==> config.mk <==
export PLATFORM = sky130hd
export DESIGN_NAME = des_multi_wrapper
export DESIGN_NICKNAME = d
export VERILOG_FILES = /design/src/rtl/des_multi_wrapper.sv
export SDC_FILE = /design/constraint.sdc
export NUM_CORES = 1
export LEC_CHECK = 0
export BUFFER_PORTS_ARGS = -buffer_cell sky130_fd_sc_hd__buf_2
export CAP_MARGIN = 10
export CORE_ASPECT_RATIO = 0.5
export CORE_UTILIZATION = 39
export CTS_BUF_LIST = sky130_fd_sc_hd__clkbuf_8
export CTS_CLUSTER_DIAMETER = 60
export DETAILED_ROUTE_END_ITERATION = 10
export HOLD_SLACK_MARGIN = 0.06
export PLACE_DENSITY_LB_ADDON = 0.2
export SLEW_MARGIN = 20
export SYNTH_ARGS = -nofsm -noshare
export SYNTH_HDL_FRONTEND = slang
export SYNTH_HIERARCHICAL = 1
export SYNTH_SLANG_ARGS = --single-unit
==> constraint.sdc <==
create_clock -name clk -period 3.55 [get_ports clk]
set_input_delay 0.355 -clock clk [delete_from_list [all_inputs] [get_ports clk]]
set_output_delay 0.355 -clock clk [all_outputs]
set_load 0.01 [all_outputs]
==> src/rtl/des_multi_wrapper.sv <==
// Multi-core DES search wrapper: fans a region out to NUM_CORES des_block cores,
// returns their results lowest-index-first and exposes a per-core test port.

// Behavioural des_block core: search latency and counter derive from its region.
module des_block #(
    parameter int unsigned REGION_W = 16
) (
    input  logic                clk,
    input  logic                rst_n,
    input  logic [REGION_W-1:0] region_select,
    input  logic                start,
    input  logic                restart_block,
    input  logic                test_enabled,
    input  logic                test_advance,
    output logic                done,
    output logic [47:0]         counter,
    output logic                test_data_valid,
    output logic [63:0]         ciphertext_out
);
    logic        r_running;
    logic        r_done;
    logic        r_tvalid;
    logic [31:0] r_count;
    logic [7:0]  r_step;
    logic [3:0]  w_lat;

    assign w_lat = 4'(4'(region_select) * 4'd5);

    always_ff @(posedge clk) begin
        if (!rst_n || restart_block) begin
            r_running <= 1'b0;
            r_done    <= 1'b0;
            r_tvalid  <= 1'b0;
            r_count   <= '0;
            r_step    <= '0;
        end else begin
            if (start) begin
                r_running <= 1'b1;
                r_done    <= 1'b0;
                r_count   <= '0;
            end else if (r_running) begin
                if (r_count == 32'(w_lat)) begin
                    r_done    <= 1'b1;
                    r_running <= 1'b0;
                end else begin
                    r_count <= r_count + 32'd1;
                end
            end
            if (test_enabled && test_advance) begin
                r_step   <= r_step + 8'd1;
                r_tvalid <= 1'b1;
            end
        end
    end

    assign done            = r_done;
    assign counter         = {16'(region_select), r_count};
    assign test_data_valid = r_tvalid;
    assign ciphertext_out  = {16'(region_select), 40'd0, r_step};
endmodule

module des_multi_wrapper #(
    parameter  int unsigned NUM_CORES = 4,
    parameter  int unsigned REGION_W  = 16,
    parameter  int unsigned CMD_W     = 4,
    localparam int unsigned IDX_W     = (NUM_CORES > 1) ? $clog2(NUM_CORES) : 1
) (
    input  logic                clk,
    input  logic                rst_n,
    input  logic [CMD_W-1:0]    cmd,
    input  logic                cmd_valid,
    output logic                cmd_read,
    input  logic [REGION_W-1:0] region_base,
    input  logic                advance_test_cmd,
    input  logic [IDX_W-1:0]    test_sel,
    output logic                test_res_ready,
    output logic [63:0]         test_ciphertext,
    output logic                result_valid,
    input  logic                result_ack,
    output logic [IDX_W-1:0]    result_core,
    output logic [63:0]         result_counter,
    output logic                busy,
    output logic                all_done
);
    localparam logic [CMD_W-1:0] CMD_READ_REGION = CMD_W'(0);
    localparam logic [CMD_W-1:0] CMD_START       = CMD_W'(1);
    localparam logic [CMD_W-1:0] CMD_TEST_MODE   = CMD_W'(2);
    localparam logic [CMD_W-1:0] CMD_RESTART     = CMD_W'(3);

    typedef enum logic [2:0] {
        S_IDLE, S_LOAD, S_START, S_RUN, S_DONE, S_TEST, S_ADVANCE, S_RESTART
    } state_t;

    state_t                r_state;
    logic [REGION_W-1:0]   r_region;
    logic [NUM_CORES-1:0]  r_done_seen;
    logic [NUM_CORES-1:0]  r_pending;
    logic [47:0]           r_res_cnt [NUM_CORES];
    logic                  r_cmd_read;
    logic                  r_busy;
    logic                  r_result_valid;
    logic [IDX_W-1:0]      r_result_core;
    logic [47:0]           r_result_counter;
    logic                  r_all_done;
    logic                  r_start;
    logic                  r_restart;
    logic                  r_test_en;
    logic [NUM_CORES-1:0]  r_test_adv;

    logic [REGION_W-1:0]   w_region [NUM_CORES];
    logic [NUM_CORES-1:0]  w_done;
    logic [NUM_CORES-1:0]  w_tdv;
    logic [47:0]           w_cnt [NUM_CORES];
    logic [63:0]           w_ct [NUM_CORES];
    logic [IDX_W-1:0]      w_sel;
    logic                  w_restart_cmd;
    logic [NUM_CORES-1:0]  w_capture;
    logic [NUM_CORES-1:0]  w_ack_vec;
    logic [NUM_CORES-1:0]  w_pending_nxt;
    logic [47:0]           w_res_cnt_nxt [NUM_CORES];
    logic [IDX_W-1:0]      w_pick_idx;
    logic [47:0]           w_pick_cnt;

    for (genvar i = 0; i < NUM_CORES; i++) begin : g_core
        assign w_region[i] = r_region + REGION_W'(i);
        des_block #(.REGION_W(REGION_W)) u_core (
            .clk             (clk),
            .rst_n           (rst_n),
            .region_select   (w_region[i]),
            .start           (r_start),
            .restart_block   (r_restart),
            .test_enabled    (r_test_en),
            .test_advance    (r_test_adv[i]),
            .done            (w_done[i]),
            .counter         (w_cnt[i]),
            .test_data_valid (w_tdv[i]),
            .ciphertext_out  (w_ct[i])
        );
    end

    assign w_sel         = (32'(test_sel) < NUM_CORES) ? test_sel : '0;
    assign w_restart_cmd = cmd_valid && (cmd == CMD_RESTART);

    // Result bookkeeping for the coming cycle: new captures merge with the acked slot cleared.
    always_comb begin
        w_capture  = '0;
        w_ack_vec  = '0;
        w_pick_idx = '0;
        if (r_state == S_RUN)
            w_capture = w_done & ~r_done_seen;
        if ((r_state == S_RUN || r_state == S_DONE) && result_ack && r_result_valid)
            w_ack_vec[r_result_core] = 1'b1;
        w_pending_nxt = (r_pending & ~w_ack_vec) | w_capture;
        for (int i = int'(NUM_CORES) - 1; i >= 0; i--)
            if (w_pending_nxt[i]) w_pick_idx = IDX_W'(i);
        for (int i = 0; i < int'(NUM_CORES); i++)
            w_res_cnt_nxt[i] = w_capture[i] ? w_cnt[i] : r_res_cnt[i];
    end

    assign w_pick_cnt = w_res_cnt_nxt[w_pick_idx];

    always_ff @(posedge clk) begin
        if (!rst_n) begin
            r_state          <= S_IDLE;
            r_region         <= '0;
            r_done_seen      <= '0;
            r_pending        <= '0;
            for (int i = 0; i < int'(NUM_CORES); i++) r_res_cnt[i] <= '0;
            r_cmd_read       <= 1'b0;
            r_busy           <= 1'b0;
            r_result_valid   <= 1'b0;
            r_result_core    <= '0;
            r_result_counter <= '0;
            r_all_done       <= 1'b0;
            r_start          <= 1'b0;
            r_restart        <= 1'b0;
            r_test_en        <= 1'b0;
            r_test_adv       <= '0;
        end else begin
            r_cmd_read       <= 1'b0;
            r_start          <= 1'b0;
            r_restart        <= 1'b0;
            r_test_adv       <= '0;
            r_result_valid   <= 1'b0;
            r_result_core    <= '0;
            r_result_counter <= '0;
            r_all_done       <= 1'b0;
            if (w_restart_cmd && (r_state == S_IDLE || r_state == S_RUN ||
                                  r_state == S_DONE || r_state == S_TEST)) begin
                r_state     <= S_RESTART;
                r_cmd_read  <= 1'b1;
                r_restart   <= 1'b1;
                r_busy      <= 1'b0;
                r_test_en   <= 1'b0;
                r_done_seen <= '0;
                r_pending   <= '0;
                for (int i = 0; i < int'(NUM_CORES); i++) r_res_cnt[i] <= '0;
            end else begin
                case (r_state)
                    S_IDLE: begin
                        if (cmd_valid) begin
                            r_cmd_read <= 1'b1;
                            case (cmd)
                                CMD_READ_REGION: r_state <= S_LOAD;
                                CMD_START: begin
                                    r_state     <= S_START;
                                    r_start     <= 1'b1;
                                    r_busy      <= 1'b1;
                                    r_done_seen <= '0;
                                    r_pending   <= '0;
                                end
                                CMD_TEST_MODE: begin
                                    r_state   <= S_TEST;
                                    r_test_en <= 1'b1;
                                end
                                default: ;
                            endcase
                        end
                    end
                    S_LOAD: begin
                        r_region <= region_base;
                        r_state  <= S_IDLE;
                    end
                    S_START: r_state <= S_RUN;
                    S_RUN, S_DONE: begin
                        r_done_seen      <= r_done_seen | w_capture;
                        r_pending        <= w_pending_nxt;
                        for (int i = 0; i < int'(NUM_CORES); i++) r_res_cnt[i] <= w_res_cnt_nxt[i];
                        r_result_valid   <= |w_pending_nxt;
                        r_result_core    <= w_pick_idx;
                        r_result_counter <= w_pick_cnt;
                        if (r_state == S_DONE) begin
                            r_all_done <= ~|w_pending_nxt;
                        end else if (&r_done_seen) begin
                            r_state    <= S_DONE;
                            r_busy     <= 1'b0;
                            r_all_done <= ~|w_pending_nxt;
                        end
                    end
                    S_TEST: begin
                        if (advance_test_cmd) begin
                            r_state           <= S_ADVANCE;
                            r_test_adv[w_sel] <= 1'b1;
                        end
                    end
                    S_ADVANCE: r_state <= S_TEST;
                    S_RESTART: r_state <= S_IDLE;
                    default:   r_state <= S_IDLE;
                endcase
            end
        end
    end

    assign cmd_read        = r_cmd_read;
    assign busy            = r_busy;
    assign result_valid    = r_result_valid;
    assign result_core     = r_result_core;
    assign result_counter  = {16'd0, r_result_counter};
    assign all_done        = r_all_done;
    assign test_res_ready  = (r_state == S_TEST) && w_tdv[w_sel];
    assign test_ciphertext = w_ct[w_sel];
endmodule
==> results.cfg <==
[drt]
ant_nets = 0
firstDrtPassIters = 5
drc = 0
vias = 19400
vias_per_cell = 5.34
drt_wl_total_um = 72900
wl_per_cell_um = 20.1
drtIter0Drc = 1621

[layout]
syn_to_final_growth_pct = 5.38
stdcell_count = 3627
final_cell_mix = 318 x nor2_1, 303 x dfxtp_1, 204 x nand2_1
layout_commonest_cell = nor2_1
drive_gt1_share_pct = 15.3
fillers = 6459
nets = 2726

[critical_path]
crit_path_cell_trace = buf_4, and4_1, and2_2, and4_1, nand2_1, nor2_1, xor2_1, mux4_2, buf_2
worstPathArrival_ns = 3.01
required_ns = 3.19
path_class = reg -> out
critPathSlowestCell = mux4_2
worst_path_largest_cell_delay_ns = 0.48
crit_path_frequent_cell = and4_1
endpoint_kind = output port
path_max_fanout = 12
cp-start-kind = register

[power_and_ir_drop]
p_per_area_nw_per_um2 = 474
p_leak_nw = 9.77
power_frac_clock_pct = 34.7
p_seq_share_pct = 47.0
internal-power_mw = 8.95
p_comb_share_pct = 18.3
switching_share_pct = 30.9
ir_drop_mv = 0.284
p_switching_mw = 4.00

[flow_run]
maxCapViolCount = 0

[synthesis]
synth_area_sq_um = 25900
synth.avg_cell_area_sq_um = 9.48
ys_ff_latch = 452
synth_top_area_cell = dfxtp_1
ys.warnings.count = 6
synth-edff-count = 144
yosys.area.top_type_share_pct = 23.8
synthCells = 2735
synthArstFlopShare_pct = 0
ys_seq_area_share_pct = 40.5
synth.distinct_cells = 67
synthFlopType = dfxtp_1
ys_top_cells_by_area = dfxtp_1 24%, edfxtp_1 17%, buf_4 9.1%

[clock_network]
clkTransAtPathRegs_ns = 0.06
cts_buffer_depth = 3
htreeDepth = 3
clock_latency_ns = 0.67
cts_made_buffers = 73
cts_root_buffer = clkbuf_8
cts_tree = yes
cts_sinks = 452
cts_setup_buffers = 0

[timing]
max_slew_margin_pct = 40.8
setup_violations = 0
finalHoldViolCount = 0
worstMarginPinSlew_ns = 0.887
fin_tns_setup_ns = 0
drv_slew = 0
max_freq_ghz = 0.297
fin_skew_ns = 0.0306
rsz0062_at_grt = no
min_period_ns = 3.36
finalCritPeriodShare_pct = 94.8

[global_routing]
grt_pass1_vias = 17800
grt_remaining_overflow = 0
grt_antenna_before_repair = 3
grt_max_degree = 77
grt_pass1_wl_um = 111000
grt.total_usage_pct = 21.2

[floorplan]
die_y_um = 184
core_sq_um = 65300
pin_count = 162
initial_core_util_pct = 39.7
die_w_um = 367
rows = 66
dieArea_sq_um = 67500

[min_path]
hp-class = in -> reg

[placed_design]
place_hpwl_um = 51300
port-buffer-count = 105
gp_congestion = 0.859
post-place-cells = 3473

[outcome]
status = finished, final reports clean
[cell usage after synthesis (all sizes together), types with 16 or more instances]
cell type,instances
or4,20
and2,26
nand2,204
ha,16
nor4,65
buf,402
xor2,65
nand3,111
o32ai,49
dfxtp,308
o31ai,16
mux2i,160
a22oi,42
mux2,53
or3,45
xnor2,100
and3,18
a21oi,133
clkbuf,79
nand4,56
edfxtp,144
nor2,318
mux4,65
o21ai,85
inv,44
or2,16
[power groups by stage]
stage,clock [mW],sequential (mW),combinational [mW]
after floorplan,0,6.06,2.20
after global placement,0,6.18,2.31
after detailed placement,0,6.18,2.31
after CTS,4.61,6.08,2.34
after global routing,4.84,6.12,2.54
final,4.50,6.08,2.37
[path summary, 6_finish.rpt]
check                   start  depth (start not counted)  slack, ns                    to
max reg2reg        r_state[1]                          8       0.32  r_result_counter[21]
min reg2reg  r_res_cnt[2][36]                          2       0.46      r_res_cnt[2][36]
min                    cmd[2]                          4       0.14               r_start
max               r_region[4]                          9       0.19   test_ciphertext[61]
[cell type report]
type / count / area, sq um / area share [%]
diodes: 4 / 10.0 / 0.0367
clock buffers: 84 / 1160 / 4.23
clock inverters: 47 / 244 / 0.893
inverters: 44 / 165 / 0.605
multi-input cells: 1929 / 12800 / 47.0
flip-flops and latches: 452 / 10500 / 38.4
well taps: 884 / 1110 / 4.05
repair buffers: 183 / 1300 / 4.77
[routing by layer]
layer / global-route usage [%] / up-vias / part of all wire (%)
met4: 4.97 / 0 / 1.7
li1: - / 9195 / -
met2: 31.0 / 574 / 43
met3: 3.86 / 86 / 6.3
met1: 31.8 / 9530 / 49
met5: 0 / - / 0
[repair_timing]
| action | in CTS | in global routing |
|---|---|---|
| endpoints found under the hold margin | 19 | 0 |
| gates cloned | 0 | 0 |
| resized for setup | 5 | 5 |
| hold buffers | 19 | 0 |
| endpoints found under the setup margin | 3 | 3 |
[stage by stage]
stage	worst slack [ns]	power [mW]	cell area, sq um	util, %	hold slack, ns
floorplan	0.602	8.27	26600	-	0.435
global placement	0.414	8.48	25700	39.3	0.449
detailed placement	0.400	8.50	25700	39.3	0.456
CTS	0.00866	13.0	27300	41.8	0.0704
global route	0.0199	13.5	27300	41.8	0.106
finish	0.185	13.0	27300	41.8	0.141
[critical path: cells and delay by family, from the launching register on]
| kind | cells | cell delay (ns) |
|---|---|---|
| XOR/XNOR | 1 | 0.10 |
| buffers and inverters | 2 | 0.35 |
| flip-flops | 1 | 0.30 |
| multiplexers | 1 | 0.48 |
| AND/OR/NAND/NOR | 5 | 1.14 |
[kinds of logic after synthesis]
kind of cell	count (synthesis)	share of synthesized area (%)
AOI/OAI and AO/OA	360	8.83
xor gates and xnor gates	165	5.58
adders and majority gates	16	0.772
buffers and inverters	525	12.7
DFF	452	40.5
muxes	278	14.2
other	5	0.0724
and+or+nand+nor	934	17.4
[state kept, by name, indices dropped and copies added (netlist names), 2 cells and up]
register / flops
r_res_cnt: 192
g_core.u_core/r_count: 128
r_result_counter: 48
g_core.u_core/r_step: 32
r_region: 16
g_core.u_core/done: 4
g_core.u_core/r_running: 4
g_core.u_core/test_data_valid: 4
r_done_seen: 4
r_pending: 4
r_test_adv: 4
r_state: 3
result_core: 2
(Power assumes the default switching activity.)
